$ cat src/rtl/clint_ctrl_pkg.sv
// clint_ctrl_pkg: shared cause codes, mstatus bit positions and trap FSM encoding
package clint_ctrl_pkg;
  localparam logic [63:0] MCAUSE_ECALL = 64'd11;
  localparam logic [63:0] MCAUSE_MTI = 64'h8000_0000_0000_0007;
  localparam int MIE_BIT = 3;
  localparam int MPIE_BIT = 7;
  localparam int MPP_HI = 12;
  localparam int MPP_LO = 11;
  typedef enum logic [2:0] {IDLE, WR_MEPC, WR_MCAUSE, WR_MSTATUS, REDIRECT} state_t;
endpackage

$ cat src/rtl/clint_ctrl_mstatus_upd.sv
// clint_mstatus_upd: combinational mstatus transform for trap entry (ret=0) and mret (ret=1)
module clint_mstatus_upd
  import clint_ctrl_pkg::*;
#(
  parameter int XLEN = 64
) (
  input  logic            ret,
  input  logic [XLEN-1:0] mstatus,
  output logic [XLEN-1:0] upd
);
  always_comb begin
    upd = mstatus;
    upd[MIE_BIT] = ret ? mstatus[MPIE_BIT] : 1'b0;
    upd[MPIE_BIT] = ret ? 1'b1 : mstatus[MIE_BIT];
    upd[MPP_HI:MPP_LO] = 2'b11;
  end
endmodule

$ cat src/rtl/clint_ctrl.sv
// clint_ctrl: M-mode trap sequencer issuing mepc/mcause/mstatus writes then a redirect (CLINT_VECTORED_EN enables vectored interrupts)
module clint_ctrl
  import clint_ctrl_pkg::*;
#(
  parameter int XLEN = 64,
  parameter logic [XLEN-1:0] CAUSE_ECALL = XLEN'(MCAUSE_ECALL),
  parameter logic [XLEN-1:0] CAUSE_MTI = XLEN'(MCAUSE_MTI)
) (
  input  logic            clk,
  input  logic            rst,
  input  logic            commit_valid_i,
  input  logic [XLEN-1:0] commit_pc_i,
  input  logic [XLEN-1:0] commit_next_pc_i,
  input  logic            commit_ecall_i,
  input  logic            commit_mret_i,
  input  logic            cpu_csr_wen_i,
  input  logic [XLEN-1:0] csr_mtvec_i,
  input  logic [XLEN-1:0] csr_mepc_i,
  input  logic [XLEN-1:0] csr_mstatus_i,
  input  logic            global_int_en_i,
  input  logic            mtime_int_en_i,
  input  logic            mtime_int_pend_i,
  output logic            clint_mepc_wen_o,
  output logic [XLEN-1:0] clint_mepc_wdata_o,
  output logic            clint_mcause_wen_o,
  output logic [XLEN-1:0] clint_mcause_wdata_o,
  output logic            clint_mstatus_wen_o,
  output logic [XLEN-1:0] clint_mstatus_wdata_o,
  output logic            stall_o,
  output logic            redirect_valid_o,
  output logic [XLEN-1:0] redirect_pc_o
);
  state_t state;
  logic [XLEN-1:0] epc, cause, mst, ret_pc, mst_upd, base, target;
  logic is_ret, is_int, irq, accept, take_ret;
  assign irq = global_int_en_i && mtime_int_en_i && mtime_int_pend_i;
  assign take_ret = !commit_ecall_i && commit_mret_i;
  assign accept = !rst && state == IDLE && commit_valid_i && (commit_ecall_i || commit_mret_i || irq);
  clint_mstatus_upd #(.XLEN(XLEN)) u_upd (
    .ret    (take_ret),
    .mstatus(csr_mstatus_i),
    .upd    (mst_upd)
  );
  always_ff @(posedge clk) begin
    if (rst) begin
      state <= IDLE;
      epc <= '0;
      cause <= '0;
      mst <= '0;
      ret_pc <= '0;
      is_ret <= 1'b0;
      is_int <= 1'b0;
    end else if (accept) begin
      state <= take_ret ? WR_MSTATUS : WR_MEPC;
      epc <= commit_ecall_i ? commit_pc_i : commit_next_pc_i;
      cause <= commit_ecall_i ? CAUSE_ECALL : CAUSE_MTI;
      mst <= mst_upd;
      ret_pc <= csr_mepc_i;
      is_ret <= take_ret;
      is_int <= !commit_ecall_i && !commit_mret_i;
    end else if (state != IDLE && !(cpu_csr_wen_i && state != REDIRECT)) begin
      state <= state == WR_MEPC ? WR_MCAUSE :
               state == WR_MCAUSE ? WR_MSTATUS :
               state == WR_MSTATUS ? REDIRECT : IDLE;
    end
  end
  always_ff @(posedge clk) begin
    if (!rst && commit_valid_i) assert (!(commit_ecall_i && commit_mret_i));
  end
  assign base = {csr_mtvec_i[XLEN-1:2], 2'b00};
`ifdef CLINT_VECTORED_EN
  assign target = base + ((is_int && csr_mtvec_i[1:0] == 2'b01) ? {cause[XLEN-3:0], 2'b00} : '0);
`else
  logic unused_mode;
  assign unused_mode = ^{is_int, csr_mtvec_i[1:0]};
  assign target = base;
`endif
  assign clint_mepc_wen_o = state == WR_MEPC;
  assign clint_mepc_wdata_o = clint_mepc_wen_o ? epc : '0;
  assign clint_mcause_wen_o = state == WR_MCAUSE;
  assign clint_mcause_wdata_o = clint_mcause_wen_o ? cause : '0;
  assign clint_mstatus_wen_o = state == WR_MSTATUS;
  assign clint_mstatus_wdata_o = clint_mstatus_wen_o ? mst : '0;
  assign redirect_valid_o = state == REDIRECT;
  assign redirect_pc_o = redirect_valid_o ? (is_ret ? ret_pc : target) : '0;
  assign stall_o = state != IDLE || accept;
endmodule
$ cat config.mk
export PLATFORM = sky130hd
export DESIGN_NAME = clint_ctrl
export DESIGN_NICKNAME = d
export VERILOG_FILES = /design/src/rtl/clint_ctrl_pkg.sv /design/src/rtl/clint_ctrl_mstatus_upd.sv /design/src/rtl/clint_ctrl.sv
export SDC_FILE = /design/constraint.sdc
export NUM_CORES = 1
export LEC_CHECK = 0
export CAP_MARGIN = 20
export CORE_AREA = 2 2 228 230
export DETAILED_ROUTE_END_ITERATION = 8
export DIE_AREA = 0 0 230 232
export REMOVE_ABC_BUFFERS = 1
export SYNTH_ARGS = -nofsm -noshare
export SYNTH_HDL_FRONTEND = slang
export SYNTH_SLANG_ARGS = --single-unit
$ cat constraint.sdc
create_clock -name clk -period 1.59 [get_ports clk]
set_input_delay 0.159 -clock clk [delete_from_list [all_inputs] [get_ports clk]]
set_output_delay 0.159 -clock clk [all_outputs]
set_load 0.03 [all_outputs]
==> results of run 1 <==
==> state kept, by name, summed over array words and instances (netlist names) <==
signal / count
state: 3
is_ret: 1
cause: 2
ret_pc: 64
mst: 63
epc: 64
==> worst paths after layout <==
path                                     start                   endpoint  slack, ns  cells past startpoint
worst min-delay path            commit_ecall_i                    epc[45]       0.10                      3
worst max-delay path                  state[2]  clint_mstatus_wdata_o[60]      -0.43                      5
worst max register to register        state[0]                 ret_pc[21]      -0.25                      9
worst min register to register         mst[45]                    mst[45]       0.47                      2
==> stage by stage <==
step	cell area [sq um]	cells	worst slack [ns]	hold slack, ns
finish	18700	2500	-0.426	0.103
floorplan	9790	1117	-4.95	0.228
global placement	16700	2429	-0.164	0.449
detailed placement	16700	2429	-0.217	0.459
CTS	18300	2491	-0.474	0.0534
global route	18700	2500	-0.559	0.0986
==> metal layers <==
metal	part of all wire [%]	vias to the layer above	global-route usage (%)
li1	-	5482	-
met1	42	5512	18.9
met2	50	428	27.3
met3	5.8	49	3.50
met4	2.0	0	5.30
met5	0	-	0
==> area by class of cell <==
class	instances	area, sq um	share of cell area, %
multi-input combinational	796	5690	30.4
clock buffer	20	457	2.44
inverter	124	475	2.54
clock inverter	12	190	1.02
sequential	197	3950	21.1
tap	680	851	4.54
timing repair buffer	671	7110	38.0
==> cells by family (layout without fill, tap and decap cells) <==
family / Yosys count / after routing
compound gates: 390 / 390
buf+inv: 327 / 827
flops: 197 / 197
mux: 128 / 128
other cells: 1 / 59
simple gates: 219 / 219
==> placed cells by master (no fill, tap or decap), types with 2 or more instances in the layout <==
cell             instances
mux2i_4                  2
nor2b_1                  2
bufinv_16                4
nor2_2                   4
inv_1                  121
mux2i_2                  3
a21oi_1                  2
o311ai_1               189
and2_4                  59
o21ai_1                161
dfxtp_4                  2
buf_6                  117
clkbuf_8                 2
clkbuf_16               22
nand3_1                  3
buf_12                  42
and3_1                   3
and2_1                  71
inv_6                    4
o21ai_2                  3
clkdlybuf4s50_1        323
o21ai_0                 28
nand2_4                  2
dfxtp_1                193
dfxtp_2                  2
buf_8                    7
nor2_4                   4
nand2_1                  7
mux2i_1                123
clkinv_4                 2
buf_4                  169
inv_8                    2
buf_16                   8
conb_1                  59
nor2_1                  57
==> where the power goes <==
group          internal [uW]  switching, uW  total [uW]  leakage (uW)
logic                   2050           2290        4340       0.00604
clock network           2750           2090        4840      0.000315
registers               5450            297        5750       0.00162
total                  10200           4670       14900       0.00797
==> repair_timing <==
action | CTS | global route
gates resized for setup | 140 | 100
setup buffers | 20 | 8
endpoints found under the hold margin | 0 | 0
pin swaps | 21 | 21
gates cloned | 10 | 5
endpoints found under the setup margin | 253 | 393
hold buffers | 0 | 0
==> worst max-delay path, delay by kind of cell (launching register included) <==
kind / cells / cell delay [ns]
AND/OR/NAND/NOR: 2 / 0.52
flip-flops: 1 / 0.33
buffers and inverters: 3 / 0.48
==> flow_summary.ini, run 1 <==
[floorplanning]
start_util_pct = 21.0
core_area_sq_um = 50900
ioPinCount = 590
die_area_sq_um = 53400
rows = 83
fp.dieW_um = 230
die_h_um = 232

[sta]
slew_headroom_pct = 64.1
worst_slack_ns = -0.426
hold_viol = 0
finalSetupTns_ns = -104.31
setup_viol = 392
fin_worst_skew_ns = 0.0180
fin_crit_sh_pct = 127
rsz0062_at_grt = yes
fmax_ghz = 0.496
period_needed_ns = 2.02
worstMarginPinSlew_ns = 0.538
drv_slew = 0

[yosys]
yosys.area.top_type = dfxtp_1
synth_area_leaders = dfxtp_1 (37%), o311ai_1 (16%), mux2i_1 (12%)
synth-seq-cells = 197
synth-xor-area-share_pct = 0
syn_area_sq_um = 10700
muxShareOfSynthArea_pct = 12.0
seq_area_frac_synth_pct = 36.9
ys_top_cells_by_count = dfxtp_1 (197), o311ai_1 (190), o21ai_1 (161)
ys.flop_type = dfxtp_1
synth-simple-area-share_pct = 11.1
netlist_instances = 1262
yosys_warnings = 0
synth_top_area_share_pct = 36.9
synth_top_family_by_area = compound AO/OA/AOI/OAI gates
postSynth.asyncResetShare_pct = 0
synth_edf_count = 0
synth_cell_type_count = 32
synth-compound-area-share_pct = 25.2
synthAdderAreaFrac_pct = 0
synth.avg_cell_area_sq_um = 8.47
yosysMostFrequentCell = dfxtp_1

[global_routing]
grtUsageTotal_pct = 15.6
overflow = 0
antenna_found_initial = 0
grt_pass1_vias = 11400
grt_max_degree = 89
grt_pass1_wl_mm = 64.7

[routing]
post_drt_wl_per_cell_um = 17.8
drt_iter0_drc = 663
vias_per_cell = 4.59
drc = 0
ant_nets = 0
wirelength_mm = 44.5
firstDrtPassIters = 5
vias = 11500

[setup_path]
worstPathRequired_ns = 1.43
crit_path_max_fanout = 55
end_kind = primary output
crit_path_start_kind = flop
crit_type = reg2out
crit_slowest_cell = dfxtp_2
cp.arrival_ns = 1.86
crit_top_cell = buf_12
crit_chain = buf_6 > and3b_2 > buf_12 > and2_1 > buf_12
slowest_delay_ns = 0.33

[cells_and_area]
nets = 2136
post-route-util_pct = 36.8
antenna_cells = 0
n_fill_cell = 5153
layout-drive-gt1-share_pct = 25.8
areaGrowthSynthToFinish_pct = 75.2

[clocking]
path_clk_slew_ns = 0.08
cts_buffer_depth = 2
cts_tree = yes
clock_latency_ns = 0.48
cts_root_buffer = clkbuf_16
clkSinkCount = 197
htreeDepth = 4
cts_made_buffers = 17

[run]
maxCapViolations = 0

[run_status]
status = finished with violations
violations = setup timing

[min_path]
hold_path_class = in2reg

[power]
power_density_nw_per_um2 = 797
leakage_uw = 0.00797
vdd_drop_max_uv = 657
finalPower_uw = 14900

[placement]
io_buffers = 526
place_hpwl_mm = 30.7
routabilityCongestion = 0.833
(Power assumes the default switching activity.)
==> run 2: changes to the inputs <==
--- a/config.mk
+++ b/config.mk
@@ -10,6 +10,7 @@
 export DETAILED_ROUTE_END_ITERATION = 8
 export DIE_AREA = 0 0 230 232
 export REMOVE_ABC_BUFFERS = 1
+export SKIP_CTS_REPAIR_TIMING = 1
 export SYNTH_ARGS = -nofsm -noshare
 export SYNTH_HDL_FRONTEND = slang
 export SYNTH_SLANG_ARGS = --single-unit
==> run 2 against run 1 <==
Effect of this change:
- the run still ends with setup timing left
- worst setup slack got worse by 0.017 ns
- clock power is essentially flat
- via count barely moved
- cell count down 0.52%
- clock skew down 0.0054 ns
- critical endpoint is now clint_mstatus_wdata_o[26]
- largest cell class unchanged
==> flow_summary.ini, run 2 (same netlist as run 1, synthesis figures left out) <==
[min_path]
hold_end = epc[45]
hold_path_class = in2reg
holdPathStages = 3
min_from = commit_ecall_i

[sta]
fmax_ghz = 0.492
fin_crit_sh_pct = 128
finalSetupTns_ns = -80.71
hold_viol = 0
slew_headroom_pct = 64.0
drv_slew = 0
fin_worst_skew_ns = 0.0125
worst_slack_ns = -0.443
rsz0062_at_grt = yes
worstMarginPinSlew_ns = 0.541
setup_viol = 331
period_needed_ns = 2.03

[routing]
drt_iter0_drc = 604
post_drt_wl_per_cell_um = 17.8
vias_per_cell = 4.61
firstDrtPassIters = 5
ant_nets = 0
drc = 0
vias = 11500
wirelength_mm = 44.4

[power]
leakage_uw = 0.00789
vdd_drop_max_uv = 665
power_density_nw_per_um2 = 794
finalPower_uw = 14800

[run_status]
status = finished with violations
violations = setup timing

[setup_path]
crit_path_start_kind = flop
cp.arrival_ns = 1.87
r2r_slack_ns = -0.19
worstPathRequired_ns = 1.43
rr_worst_depth = 4
rr_startpoint = state[2]
crit_type = reg2out
crit_path_max_fanout = 8
end_kind = primary output
reg2reg_to = ret_pc[7]

[clocking]
clkSinkCount = 197
htreeDepth = 4
cts_root_buffer = clkbuf_16
cts_made_buffers = 17
path_clk_slew_ns = 0.08
cts_buffer_depth = 2
clock_latency_ns = 0.49
cts_tree = yes

[global_routing]
overflow = 0
grt_max_degree = 89
grtUsageTotal_pct = 14.4
grt_pass1_wl_mm = 60.5
antenna_found_initial = 0
grt_pass1_vias = 11000

[placement]
pre_cts_slack_ns = -0.217
routabilityCongestion = 0.833
place_hpwl_mm = 30.7
io_buffers = 526

[cells_and_area]
post-route-util_pct = 36.5
antenna_cells = 0
layout-drive-gt1-share_pct = 26.8
mostFrequentLayoutCells = clkdlybuf4s50_1 (323), dfxtp_1 (193), o311ai_1 (190)
nets = 2123
reg_top3 = epc (64), ret_pc (64), mst (63)
areaGrowthSynthToFinish_pct = 73.9
layout_commonest_cell = clkdlybuf4s50_1

[floorplanning]
die_area_sq_um = 53400
core_area_sq_um = 50900
start_util_pct = 21.0
rows = 83
die_h_um = 232
ioPinCount = 590
fp.dieW_um = 230

[run]
maxCapViolations = 0
run 2: cell types whose count changed in the layout (fill, tap and decap cells not counted), moves of 3 or more:
cell       delta
buf_12        -3
buf_6         +4
buf_4         -9
nor2_1        -4
buf_8         -5
clkbuf_16     +5
and2_1       -34
mux2i_1       +4
o21ai_2       -3
o21ai_0       +3
mux2i_2       -3
and2_4       +33
buf_16        -6
run 2: worst max-delay path, stage by stage (launching register included):
cell and delay (ns):
dfxtp_2 0.33, buf_6 0.13, and3b_4 0.43, clkbuf_16 0.21, and2_4 0.15, buf_6 0.12
run 2: stage by stage:
stage / hold WS, ns / instance area [sq um] / instances
2_1_floorplan: 0.228 / 9790 / 1117
3_3_place_gp: 0.449 / 16700 / 2429
3_5_place_dp: 0.459 / 16700 / 2429
4_1_cts: 0.0534 / 17300 / 2461
5_1_grt: 0.100 / 18600 / 2487
6_report: 0.102 / 18600 / 2487
run 2: worst max path at each step:
stage                                      endpoint             start  depth (start not counted)  slack [ns]
after CTS                    clint_mepc_wdata_o[29]          state[0]                          5       -0.54
after floorplan                            cause[2]   global_int_en_i                          3       -4.95
after global routing         clint_mepc_wdata_o[50]          state[0]                          6       -0.52
after detailed placement                 ret_pc[21]  mtime_int_pend_i                          6       -0.22
final                     clint_mstatus_wdata_o[26]          state[2]                          5       -0.44
after global placement                   ret_pc[22]    mtime_int_en_i                          6       -0.16
run 2: layer usage:
metal | share of wire, % | up-vias | wire, um | GRT usage (%)
met3 | 6.3 | 50 | 2790 | 3.02
met1 | 41 | 5502 | 18200 | 17.4
met5 | 0 | - | 0 | 0
met4 | 2.7 | 0 | 1180 | 6.21
met2 | 50 | 448 | 22200 | 24.8
li1 | - | 5475 | - | -
run 2: layout make-up:
| cell class | instances | area, sq um |
|---|---|---|
| Clock buffer | 20 | 457 |
| Inverter | 124 | 475 |
| Multi-Input combinational cell | 797 | 5760 |
| Timing Repair Buffer | 657 | 6910 |
| Tap cell | 680 | 851 |
| Fill cell | 5181 | 32300 |
| Clock inverter | 12 | 190 |
| Sequential cell | 197 | 3950 |
run 2: report_power, final:
group / total (uW) / internal, uW / switching [uW] / leakage, uW
Combinational: 4150 / 1920 / 2230 / 0.00596
Clock: 4860 / 2750 / 2110 / 0.000315
Sequential: 5750 / 5450 / 301 / 0.00162
==> run 3: changes to the inputs <==
--- a/config.mk
+++ b/config.mk
@@ -9,6 +9,7 @@
 export CORE_AREA = 2 2 228 230
 export DETAILED_ROUTE_END_ITERATION = 8
 export DIE_AREA = 0 0 230 232
+export MAX_ROUTING_LAYER = met4
 export REMOVE_ABC_BUFFERS = 1
 export SKIP_CTS_REPAIR_TIMING = 1
 export SYNTH_ARGS = -nofsm -noshare
==> run 3 against run 2 <==
Effect of this change:
- the flow still finishes with violations (setup timing)
- power down 0.86%
- utilization down 0.99 points
- non-clock buffer count shrank 12
- worst setup slack lost 0.062 ns
- first-iteration DRC count up 5.8%
- hold slack improved by 0.0022 ns
- combinational power shrank 2%
- die area unchanged
- sequential power about the same
- critical path depth rose by 2
- critical endpoint is now clint_mepc_wdata_o[12]
- largest cell class unchanged
==> flow_summary.ini, run 3 (same netlist as run 1, synthesis figures left out) <==
[run_status]
status = finished with violations
violations = setup timing

[cells_and_area]
nets = 2110
layout-drive-gt1-share_pct = 23.0
ff_latch_area_sq_um = 3950
areaGrowthSynthToFinish_pct = 69.3
layout_commonest_cell = clkdlybuf4s50_1
reg_top3 = epc (64), ret_pc (64), mst (63)
antenna_cells = 0
multi_input_area_sq_um = 5550
post-route-util_pct = 35.6
n_fill_cell = 5197
mostFrequentLayoutCells = clkdlybuf4s50_1 (323), dfxtp_1 (193), o311ai_1 (190)

[routing]
firstDrtPassIters = 4
wirelength_mm = 42.1
drc = 0
vias_per_cell = 4.55
vias = 11200
ant_nets = 0
post_drt_wl_per_cell_um = 17.0
drt_iter0_drc = 639

[setup_path]
crit_path_max_fanout = 8
cp_top_family = buffers and inverters
reg2reg_to = ret_pc[7]
r2r_slack_ns = -0.19
crit_type = reg2out
worstPathRequired_ns = 1.43
end_kind = primary output
crit_start = state[1]
path_buf_inv = 5
crit_slowest_cell = dfxtp_2
crit_chain = buf_6 > nor3b_4 > buf_6 > buf_6 > clkbuf_16 > and2_4 > buf_6
crit_path_start_kind = flop
slowest_delay_ns = 0.33
rr_startpoint = state[2]
rr_worst_depth = 4
crit_top_cell = buf_6
cp.arrival_ns = 1.94

[run]
maxCapViolations = 0

[min_path]
holdPathStages = 3
hold_end = epc[45]
hold_path_class = in2reg
min_from = commit_ecall_i

[clocking]
cts_buffer_depth = 2
clock_latency_ns = 0.48
cts_tree = yes
cts_made_buffers = 17
path_clk_slew_ns = 0.08
clkSinkCount = 197
cts_root_buffer = clkbuf_16
htreeDepth = 4

[sta]
hold_viol = 0
rsz0062_at_grt = yes
slew_headroom_pct = 63.6
worst_slack_ns = -0.505
worstMarginPinSlew_ns = 0.546
fin_worst_skew_ns = 0.0118
fin_crit_sh_pct = 132
period_needed_ns = 2.10
holdWs_ns = 0.104
fmax_ghz = 0.477
setup_viol = 313
drv_slew = 0

[floorplanning]
die_h_um = 232
start_util_pct = 21.0
die_area_sq_um = 53400
core_area_sq_um = 50900
ioPinCount = 590
rows = 83
fp.dieW_um = 230

[global_routing]
overflow = 0
antenna_found_initial = 0
grt_max_degree = 89
grt_pass1_wl_mm = 60.6
grt_pass1_vias = 11000
grtUsageTotal_pct = 14.9

[placement]
routabilityCongestion = 0.845
place_hpwl_mm = 30.7
io_buffers = 526

[power]
vdd_drop_max_uv = 657
power_density_nw_per_um2 = 809
leakage_uw = 0.00769
## run 3: worst max-delay path by stage
| stage | end | slack, ns | depth (start not counted) |
|---|---|---|---|
| after floorplan | cause[2] | -4.95 | 3 |
| after global placement | ret_pc[22] | -0.16 | 6 |
| after detailed placement | ret_pc[21] | -0.22 | 6 |
| after CTS | clint_mepc_wdata_o[29] | -0.54 | 5 |
| after global routing | clint_mepc_wdata_o[6] | -0.59 | 7 |
| final | clint_mepc_wdata_o[12] | -0.51 | 7 |
## run 3: cell type report
class	count	share of cell area, %
Timing Repair Buffer	645	36.6
Tap cell	680	4.70
Multi-Input combinational cell	796	30.7
Sequential cell	197	21.8
Clock buffer	20	2.52
Inverter	124	2.63
Clock inverter	12	1.05
## run 3: layer usage
layer / routed length [um] / track usage, % / vias up
li1: - / - / 5434
met1: 17900 / 17.5 / 5366
met2: 21000 / 24.8 / 401
met3: 2280 / 2.84 / 44
met4: 931 / 6.21 / 0
met5: 0 / - / -
## run 3: power breakdown
group | internal (uW) | switching (uW)
Sequential | 5450 | 284
Combinational | 1890 | 2180
Clock | 2750 | 2080
## run 3: worst reg2reg max path: stages, from the launching register on
cell and delay, ns:
dfxtp_2 0.33, or3_4 0.43, buf_12 0.20, o311ai_1 0.54, o21ai_0 0.15
## run 3: through the flow
step	setup WS, ns	area [sq um]	total power (uW)	instances	TNS, ns
finish	-0.505	18100	14600	2474	-78.69
global route	-0.590	18100	15300	2474	-106.36
CTS	-0.544	17300	14600	2461	-94.26
detailed placement	-0.217	16700	9640	2429	-32.75
global placement	-0.164	16700	9550	2429	-24.41
floorplan	-4.95	9790	7460	1117	-1244.22
